### config.mk
export PLATFORM = sky130hd
export DESIGN_NAME = bcd_clock_ctrl_flat
export DESIGN_NICKNAME = d
export VERILOG_FILES = /design/src/rtl/bcd_clock_pkg.sv /design/src/rtl/bcd_clock_ctrl_if.sv /design/src/rtl/bcd_pair_inc.sv /design/src/rtl/bcd_clock_ctrl.sv /design/src/flat_wrapper.sv
export SDC_FILE = /design/constraint.sdc
export NUM_CORES = 1
export LEC_CHECK = 0
export BUFFER_PORTS_ARGS = -buffer_cell sky130_fd_sc_hd__buf_2
export CAP_MARGIN = 5
export CORE_ASPECT_RATIO = 0.7
export CORE_MARGIN = 2
export CORE_UTILIZATION = 35
export DETAILED_ROUTE_END_ITERATION = 8
export PLACE_DENSITY = 0.53
export SLEW_MARGIN = 10
export SYNTH_ARGS = -nofsm -noshare
export SYNTH_HDL_FRONTEND = slang
export SYNTH_SLANG_ARGS = --single-unit
### constraint.sdc
create_clock -name clk -period 4.1 [get_ports clk]
set_clock_uncertainty 0.15 [all_clocks]
set_input_delay 0.41 -clock clk [delete_from_list [all_inputs] [get_ports clk]]
set_output_delay 0.41 -clock clk [all_outputs]
set_load 0.05 [all_outputs]
### src/rtl/bcd_clock_pkg.sv
// Shared types and constants for the BCD clock mode/set controller.
// Optional feature macro: BCD_CLOCK_CTRL_ALARM_EN adds the alarm-set states.
package bcd_clock_pkg;

  // Controller states; alarm states exist only in the alarm build.
  typedef enum logic [2:0] {
    S_RUN     = 3'd0,
    S_SET_HR  = 3'd1,
    S_SET_MIN = 3'd2,
    S_COMMIT  = 3'd3
`ifdef BCD_CLOCK_CTRL_ALARM_EN
    ,
    S_ALM_HR  = 3'd4,
    S_ALM_MIN = 3'd5
`endif
  } state_t;

  // Display blink select encodings.
  localparam logic [1:0] EDIT_NONE = 2'd0;
  localparam logic [1:0] EDIT_HR   = 2'd1;
  localparam logic [1:0] EDIT_MIN  = 2'd2;
  localparam logic [1:0] EDIT_ALM  = 2'd3;

  // BCD field limits and reset values.
  localparam logic [7:0] HR_MAX       = 8'h23;
  localparam logic [7:0] MIN_MAX      = 8'h59;
  localparam logic [7:0] SEC_ZERO     = 8'h00;
  localparam logic [7:0] ALARM_HR_RST  = 8'h12;
  localparam logic [7:0] ALARM_MIN_RST = 8'h00;

endpackage

### src/rtl/bcd_clock_ctrl_if.sv
// Front-panel / counter bus of the BCD clock controller.
//   mode_btn, inc_btn : debounced one-cycle button pulses
//   cur_hr, cur_min   : live counter time, BCD
//   cnt_en, load      : counter count enable / parallel-load strobe
//   ld_hr/min/sec     : parallel-load value, BCD
//   edit_sel          : field being edited (blink select)
//   alarm             : alarm indication
interface bcd_clock_ctrl_if;
  logic       mode_btn;
  logic       inc_btn;
  logic [7:0] cur_hr;
  logic [7:0] cur_min;
  logic       cnt_en;
  logic       load;
  logic [7:0] ld_hr;
  logic [7:0] ld_min;
  logic [7:0] ld_sec;
  logic [1:0] edit_sel;
  logic       alarm;

  // Panel/counter side.
  modport master (
    output mode_btn, inc_btn, cur_hr, cur_min,
    input  cnt_en, load, ld_hr, ld_min, ld_sec, edit_sel, alarm
  );

  // Controller side.
  modport slave (
    input  mode_btn, inc_btn, cur_hr, cur_min,
    output cnt_en, load, ld_hr, ld_min, ld_sec, edit_sel, alarm
  );
endinterface

### src/rtl/bcd_pair_inc.sv
// Combinational two-digit BCD increment with wrap to 00 at max_i.
//   val_i : current BCD value {ms,ls}
//   max_i : value that wraps to 00
//   nxt_o : incremented BCD value
module bcd_pair_inc (
  input  logic [7:0] val_i,
  input  logic [7:0] max_i,
  output logic [7:0] nxt_o
);

  always_comb begin
    nxt_o = 8'h00;
    if (val_i != max_i) begin
      if (val_i[3:0] == 4'd9) nxt_o = {val_i[7:4] + 4'd1, 4'd0};
      else                    nxt_o = {val_i[7:4], val_i[3:0] + 4'd1};
    end
  end

endmodule

### src/rtl/bcd_clock_ctrl.sv
// Mode/set controller for the hh.mm.ss BCD time counter: tick prescaler,
// button-driven hour/minute set FSM and one-cycle parallel load on commit.
// Ports: clk, reset (sync, active-high), bus (bcd_clock_ctrl_if.slave).
// Optional feature macro: BCD_CLOCK_CTRL_ALARM_EN (alarm registers, arm
// toggle and ALM_HR/ALM_MIN set states); without it alarm is tied 0.
module bcd_clock_ctrl
  import bcd_clock_pkg::*;
#(
  parameter int unsigned TICK_DIV = 1000
) (
  input  logic              clk,
  input  logic              reset,
  bcd_clock_ctrl_if.slave   bus
);

  localparam int unsigned      PRE_W   = (TICK_DIV > 1) ? $clog2(TICK_DIV) : 1;
  localparam logic [PRE_W-1:0] PRE_MAX = PRE_W'(TICK_DIV - 1);

  state_t           state_q, state_d;
  logic [PRE_W-1:0] presc_q, presc_d;
  logic [7:0]       edit_hr_q, edit_hr_d, edit_min_q, edit_min_d;
  logic [7:0]       ld_hr_q, ld_hr_d, ld_min_q, ld_min_d;
  logic             cnt_en_q, cnt_en_d, load_q, load_d;
  logic [1:0]       edit_sel_q, edit_sel_d;
  logic [7:0]       hr_nxt, min_nxt;

  bcd_pair_inc u_hr_inc  (.val_i(edit_hr_q),  .max_i(HR_MAX),  .nxt_o(hr_nxt));
  bcd_pair_inc u_min_inc (.val_i(edit_min_q), .max_i(MIN_MAX), .nxt_o(min_nxt));

`ifdef BCD_CLOCK_CTRL_ALARM_EN
  logic [7:0] alarm_hr_q, alarm_hr_d, alarm_min_q, alarm_min_d;
  logic [7:0] alm_hr_nxt, alm_min_nxt;
  logic       arm_q, arm_d, alarm_q, alarm_d;

  bcd_pair_inc u_alm_hr_inc  (.val_i(alarm_hr_q),  .max_i(HR_MAX),  .nxt_o(alm_hr_nxt));
  bcd_pair_inc u_alm_min_inc (.val_i(alarm_min_q), .max_i(MIN_MAX), .nxt_o(alm_min_nxt));
`endif

  // Next state, edit registers, prescaler and registered-output values.
  always_comb begin
    state_d    = state_q;
    presc_d    = presc_q;
    edit_hr_d  = edit_hr_q;
    edit_min_d = edit_min_q;
    ld_hr_d    = ld_hr_q;
    ld_min_d   = ld_min_q;
    cnt_en_d   = 1'b0;
    load_d     = 1'b0;
    edit_sel_d = EDIT_NONE;
`ifdef BCD_CLOCK_CTRL_ALARM_EN
    alarm_hr_d  = alarm_hr_q;
    alarm_min_d = alarm_min_q;
    arm_d       = arm_q;
    alarm_d     = 1'b0;
`endif

    // Mode always beats increment when both arrive together.
    unique case (state_q)
      S_RUN: begin
        if (bus.mode_btn) begin
`ifdef BCD_CLOCK_CTRL_ALARM_EN
          if (arm_q) begin
            state_d = S_ALM_HR;
          end else
`endif
          begin
            state_d    = S_SET_HR;
            edit_hr_d  = bus.cur_hr;
            edit_min_d = bus.cur_min;
          end
        end
`ifdef BCD_CLOCK_CTRL_ALARM_EN
        else if (bus.inc_btn) begin
          arm_d = ~arm_q;
        end
`endif
      end
      S_SET_HR: begin
        if (bus.mode_btn)     state_d   = S_SET_MIN;
        else if (bus.inc_btn) edit_hr_d = hr_nxt;
      end
      S_SET_MIN: begin
        if (bus.mode_btn)     state_d    = S_COMMIT;
        else if (bus.inc_btn) edit_min_d = min_nxt;
      end
      S_COMMIT: state_d = S_RUN;
`ifdef BCD_CLOCK_CTRL_ALARM_EN
      S_ALM_HR: begin
        if (bus.mode_btn)     state_d    = S_ALM_MIN;
        else if (bus.inc_btn) alarm_hr_d = alm_hr_nxt;
      end
      S_ALM_MIN: begin
        if (bus.mode_btn)     state_d     = S_RUN;
        else if (bus.inc_btn) alarm_min_d = alm_min_nxt;
      end
`endif
      default: state_d = S_RUN;
    endcase

    // Prescaler is zero during the load cycle and counts on the edge that
    // leaves COMMIT, so the first tick lands TICK_DIV cycles after load.
    if (state_d == S_COMMIT) begin
      presc_d = '0;
    end else if (state_d == S_RUN && (state_q == S_RUN || state_q == S_COMMIT)) begin
      cnt_en_d = (presc_q == PRE_MAX);
      presc_d  = (presc_q == PRE_MAX) ? '0 : presc_q + PRE_W'(1);
    end

    // Outputs are registered against the next state so they align with it.
    if (state_d == S_COMMIT) begin
      load_d   = 1'b1;
      ld_hr_d  = edit_hr_q;
      ld_min_d = edit_min_q;
    end

    unique case (state_d)
      S_SET_HR:  edit_sel_d = EDIT_HR;
      S_SET_MIN: edit_sel_d = EDIT_MIN;
`ifdef BCD_CLOCK_CTRL_ALARM_EN
      S_ALM_HR, S_ALM_MIN: edit_sel_d = EDIT_ALM;
`endif
      default:   edit_sel_d = EDIT_NONE;
    endcase

`ifdef BCD_CLOCK_CTRL_ALARM_EN
    alarm_d = arm_q && (state_q == S_RUN) &&
              (bus.cur_hr == alarm_hr_q) && (bus.cur_min == alarm_min_q);
`endif
  end

  // State and output registers.
  always_ff @(posedge clk) begin
    if (reset) begin
      state_q    <= S_RUN;
      presc_q    <= '0;
      edit_hr_q  <= 8'h00;
      edit_min_q <= 8'h00;
      ld_hr_q    <= 8'h00;
      ld_min_q   <= 8'h00;
      cnt_en_q   <= 1'b0;
      load_q     <= 1'b0;
      edit_sel_q <= EDIT_NONE;
`ifdef BCD_CLOCK_CTRL_ALARM_EN
      alarm_hr_q  <= ALARM_HR_RST;
      alarm_min_q <= ALARM_MIN_RST;
      arm_q       <= 1'b0;
      alarm_q     <= 1'b0;
`endif
    end else begin
      state_q    <= state_d;
      presc_q    <= presc_d;
      edit_hr_q  <= edit_hr_d;
      edit_min_q <= edit_min_d;
      ld_hr_q    <= ld_hr_d;
      ld_min_q   <= ld_min_d;
      cnt_en_q   <= cnt_en_d;
      load_q     <= load_d;
      edit_sel_q <= edit_sel_d;
`ifdef BCD_CLOCK_CTRL_ALARM_EN
      alarm_hr_q  <= alarm_hr_d;
      alarm_min_q <= alarm_min_d;
      arm_q       <= arm_d;
      alarm_q     <= alarm_d;
`endif
    end
  end

  assign bus.cnt_en   = cnt_en_q;
  assign bus.load     = load_q;
  assign bus.ld_hr    = ld_hr_q;
  assign bus.ld_min   = ld_min_q;
  assign bus.ld_sec   = SEC_ZERO;
  assign bus.edit_sel = edit_sel_q;
`ifdef BCD_CLOCK_CTRL_ALARM_EN
  assign bus.alarm    = alarm_q;
`else
  assign bus.alarm    = 1'b0;
`endif

endmodule
### src/flat_wrapper.sv
// flat-port wrapper written by rule: the top's interface ports become plain ports
module bcd_clock_ctrl_flat import bcd_clock_pkg::*;
#(
  parameter int unsigned TICK_DIV = 1000
)
  (clk, reset, bus_mode_btn, bus_inc_btn, bus_cur_hr, bus_cur_min, bus_cnt_en, bus_load, bus_ld_hr, bus_ld_min, bus_ld_sec, bus_edit_sel, bus_alarm);
  bcd_clock_ctrl_if bus_i ();
  input  logic clk;
  input  logic reset;
  input wire logic [$bits(bus_i.mode_btn)-1:0] bus_mode_btn;
  input wire logic [$bits(bus_i.inc_btn)-1:0] bus_inc_btn;
  input wire logic [$bits(bus_i.cur_hr)-1:0] bus_cur_hr;
  input wire logic [$bits(bus_i.cur_min)-1:0] bus_cur_min;
  output wire logic [$bits(bus_i.cnt_en)-1:0] bus_cnt_en;
  output wire logic [$bits(bus_i.load)-1:0] bus_load;
  output wire logic [$bits(bus_i.ld_hr)-1:0] bus_ld_hr;
  output wire logic [$bits(bus_i.ld_min)-1:0] bus_ld_min;
  output wire logic [$bits(bus_i.ld_sec)-1:0] bus_ld_sec;
  output wire logic [$bits(bus_i.edit_sel)-1:0] bus_edit_sel;
  output wire logic [$bits(bus_i.alarm)-1:0] bus_alarm;
  assign bus_i.mode_btn = bus_mode_btn;
  assign bus_i.inc_btn = bus_inc_btn;
  assign bus_i.cur_hr = bus_cur_hr;
  assign bus_i.cur_min = bus_cur_min;
  assign bus_cnt_en = bus_i.cnt_en;
  assign bus_load = bus_i.load;
  assign bus_ld_hr = bus_i.ld_hr;
  assign bus_ld_min = bus_i.ld_min;
  assign bus_ld_sec = bus_i.ld_sec;
  assign bus_edit_sel = bus_i.edit_sel;
  assign bus_alarm = bus_i.alarm;
  bcd_clock_ctrl #(.TICK_DIV(TICK_DIV)) u_core (.clk(clk), .reset(reset), .bus(bus_i));
endmodule
==> load_flow_metrics.sql <==
INSERT INTO impl_metrics (metric_group, metric, value, unit) VALUES
('run_status', 'status', 'finished, final reports clean', ''),
('sta', 'min_period', '2.31', 'ns'),
('yosys', 'synth.cell_area', '0.00251', 'mm²'),
('global_route', 'globalRoute.totalOverflow', '0', ''),
('global_route', 'vias_in_the_first_global_route', '1900', ''),
('sta', 'final-hold-violation-count', '0', ''),
('cells_and_area', 'num-fill-cells', '725', ''),
('worst_hold_path', 'worst_min_path_class', 'input port to flop', ''),
('drt', 'finalWirelength', '6000', 'µm'),
('pwr', 'p_total', '910', 'µW'),
('worst_hold_path', 'worst_hold_path.num_cells', '3', ''),
('floorplanning', 'start_util', '0.367', ''),
('clocking', 'htree_num_levels', '2', ''),
('pwr', 'pwr_density_cell', '323', 'mW/mm²'),
('yosys', 'synth_area_per_cell', '8.37', 'µm²'),
('drt', 'vias_per_cell', '5.12', ''),
('placement', 'detailedPlacementHpwl', '4340', 'µm'),
('sta', 'worst_slew_pin_slew', '0.749', 'ns'),
('critical_path', 'timing.critical_path.required', '4.16', 'ns'),
('clocking', 'insertion_delay', '0.30', 'ns'),
('yosys', 'synth_flop_cell', 'dfxtp_1', ''),
('floorplanning', 'floorplan.die_area', '0.00788', 'mm²'),
('global_route', 'antenna_violations_before_repair', '0', ''),
('floorplanning', 'floorplan.rows', '25', ''),
('global_route', 'maximum_number_of_pins_on_one_net_before_global_route_repair', '38', ''),
('sta', 'final-max-slew-violation-count', '0', ''),
('cells_and_area', 'leading_cell_types_in_the_layout_fill_and_taps_excluded', '49 x dfxtp_1, 44 x nand2_1, 39 x buf_2, 36 x a21oi_1, 11 x nor2_1', ''),
('sta', 'finalCritPeriodShare', '0.562', ''),
('placement', 'globalplace.congestion', '0.860', ''),
('cells_and_area', 'antenna_cells', '0', ''),
('worst_hold_path', 'min_delay_worst_endpoint', 'u_core.edit_hr_q[0]', ''),
('drt', 'drt_iter0_drc', '129', ''),
('floorplanning', 'fp.dieH', '74.9', 'µm'),
('pwr', 'power.leakage', '1.06', 'nW'),
('critical_path', 'setup.worst_path.start_class', 'flop', ''),
('yosys', 'async_reset_ff_frac', '0', ''),
('cells_and_area', 'area_growth', '12.3', '%'),
('clocking', 'cts_root_buf', 'clkbuf_8', ''),
('critical_path', 'rr_worst_depth', '4', ''),
('clocking', 'postCtsHoldBufs', '0', ''),
('cells_and_area', 'final_layout_size_suffix_gt1_frac', '0.168', ''),
('sta', 'maxClockFrequency', '434', 'MHz'),
('sta', 'setup-tns-final', '0', 'ns'),
('yosys', 'netlist_instances', '300', ''),
('global_route', 'track_usage', '0.154', ''),
('cells_and_area', 'mostFrequentLayoutCell', 'dfxtp_1', ''),
('critical_path', 'path_class', 'flop to flop', ''),
('clocking', 'cts_sinks', '49', ''),
('yosys', 'synth_seq_area_share', '0.391', ''),
('sta', 'rsz0062_at_grt', 'no', ''),
('clocking', 'cts.clk_slew.worst_paths', '0.10', 'ns'),
('critical_path', 'timing.rr.end', 'u_core.edit_min_q[4]', ''),
('clocking', 'tritoncts.num_buffers', '5', ''),
('cells_and_area', 'register_area', '981', 'µm²'),
('drt', 'number_of_design_rule_violations_left_after_detail_routing', '0', ''),
('cells_and_area', 'nets', '361', ''),
('drt', 'postRouteAntennaNets', '0', ''),
('critical_path', 'crit-reg2reg-launch', 'u_core.state_q[1]', ''),
('yosys', 'yosysUniqueCellTypes', '61', ''),
('yosys', 'number_of_synthesized_flops_with_an_enable_pin', '0', ''),
('pwr', 'irDropWorstVdd', '136', 'µV'),
('drt', 'wire_per_inst', '14.1', 'µm'),
('placement', 'placement.io_buffers', '39', ''),
('clocking', 'post_cts_sizing', '0', ''),
('floorplanning', 'num_io_pins', '49', ''),
('floorplanning', 'fp.dieW', '105', 'µm'),
('drt', 'route.vias.total', '2185', ''),
('critical_path', 'r2r_setup_slack', '1.79', 'ns'),
('drt', 'drt_first_pass_iters', '4', ''),
('run', 'drv.max_cap_violation_count', '0', ''),
('critical_path', 'timing.critical_path.arrival', '2.37', 'ns'),
('clocking', 'max-clock-path-buffers', '2', ''),
('floorplanning', 'floorplan.core_area', '0.00685', 'mm²'),
('yosys', 'synth.ff_latch_count', '49', ''),
('worst_hold_path', 'hold_start', 'bus_cur_hr[0]', ''),
('sta', 'timing.final.setup_violations', '0', ''),
('clocking', 'cts_setup_buffers', '0', ''),
('cells_and_area', 'multi_input_area', '0.00139', 'mm²'),
('global_route', 'grt_first_pass_wirelength', '9720', 'µm'),
('critical_path', 'crit_fanout', '16', ''),
('clocking', 'clock_tree_from_tritoncts', 'built', ''),
('sta', 'slew_headroom', '0.499', ''),
('critical_path', 'worst_setup_path_end_kind', 'flop', ''),
('yosys', 'yosys_warnings', '0', '');
==> flip-flops by register name, summed over array words and instances, names as in the netlist <==
name and flops:
u_core.bus.edit_sel 2, u_core.bus.ld_min 8, u_core.edit_min_q 8, u_core.bus.cnt_en 1, u_core.edit_hr_q 8, u_core.bus.ld_hr 8
u_core.bus.load 1, u_core.state_q 3, u_core.presc_q 10
==> final cells by class <==
class                   instances  area share
multi-input cells             226       0.493
flip-flops and latches         49       0.348
repair buffers                 40      0.0719
well taps                      94      0.0417
clock buffers                   5      0.0244
inverters                      10      0.0133
clock inverters                 3     0.00755
==> worst max-delay path, cell delays in order (launching register included) <==
cell and delay, ns:
dfxtp_1 0.63, or3b_1 0.58, a311o_1 0.45, a2bb2oi_1 0.15, a311oi_1 0.26
==> report_power, final <==
part | leakage [nW] | total (mW) | internal, mW | switching (mW)
clock | 0.0445 | 0.293 | 0.121 | 0.172
combinational | 0.622 | 0.106 | 0.0393 | 0.0670
sequential | 0.398 | 0.510 | 0.489 | 0.0213
==> Yosys cell counts, types with 2 or more instances <==
cell | instances | share of area
or3_1 | 3 | 0.0075
o31ai_1 | 4 | 0.012
a2111oi_0 | 3 | 0.010
a2bb2oi_1 | 6 | 0.021
and3b_1 | 2 | 0.0070
inv_1 | 10 | 0.015
buf_2 | 3 | 0.0060
xnor2_1 | 5 | 0.017
nand3_1 | 9 | 0.018
nor4_1 | 4 | 0.010
and3_1 | 2 | 0.0050
a211oi_1 | 6 | 0.018
nand3b_1 | 4 | 0.012
nor2b_1 | 4 | 0.010
or4_1 | 3 | 0.0090
o32ai_1 | 3 | 0.010
nand2_1 | 44 | 0.066
nand4_1 | 3 | 0.0075
a311oi_1 | 2 | 0.0070
clkbuf_1 | 9 | 0.013
ha_1 | 9 | 0.045
nand2b_1 | 4 | 0.010
nor2_1 | 11 | 0.016
o211ai_1 | 3 | 0.0090
a21oi_1 | 36 | 0.072
o211a_1 | 4 | 0.016
o21ai_1 | 2 | 0.0040
buf_4 | 9 | 0.027
nor3_1 | 8 | 0.016
o21ai_0 | 5 | 0.010
buf_6 | 2 | 0.0090
dfxtp_1 | 49 | 0.39
==> worst max-delay path by stage <==
| stage | start | to | slack (ns) | cells past startpoint |
|---|---|---|---|---|
| finish | u_core.state_q[1] | u_core.edit_min_q[4] | 1.79 | 4 |
| floorplan | bus_mode_btn | u_core.presc_q[7] | 2.21 | 5 |
| global route | u_core.state_q[1] | u_core.edit_min_q[4] | 1.58 | 4 |
| CTS | u_core.state_q[1] | u_core.edit_min_q[4] | 1.78 | 4 |
| detailed placement | u_core.state_q[1] | u_core.edit_min_q[4] | 1.81 | 4 |
| global placement | u_core.state_q[1] | u_core.edit_min_q[5] | 1.87 | 4 |
==> cells by family (layout without fill, tap and decap cells) <==
group | after synthesis | count (layout) | share of synthesized area
xor gates and xnor gates | 5 | 5 | 0.0174
and+or+nand+nor | 115 | 115 | 0.241
AOI/OAI and AO/OA | 87 | 87 | 0.233
DFF | 49 | 49 | 0.391
other | 1 | 10 | 0.00149
buffers and inverters | 34 | 58 | 0.0717
adders and majority gates | 9 | 9 | 0.0448
==> metal layers <==
metal | global-route usage | part of all wire
met2 | 0.201 | 0.39
met4 | 0.0222 | 0.0033
met5 | 0 | 0
met1 | 0.248 | 0.55
met3 | 0.0424 | 0.061
==> per-stage QoR <==
stage / util / hold WS [ns] / setup WS (ns) / std cells / instance area (µm²)
4_1_cts: 0.412 / 0.240 / 1.78 / 427 / 2820
6_report: 0.412 / 0.239 / 1.79 / 427 / 2820
2_1_floorplan: - / 0.302 / 2.21 / 309 / 2540
3_3_place_gp: 0.398 / 0.291 / 1.87 / 419 / 2730
5_1_grt: 0.412 / 0.271 / 1.58 / 427 / 2820
3_5_place_dp: 0.398 / 0.294 / 1.81 / 419 / 2730
Note: power is estimated with default switching activity, not from simulation.
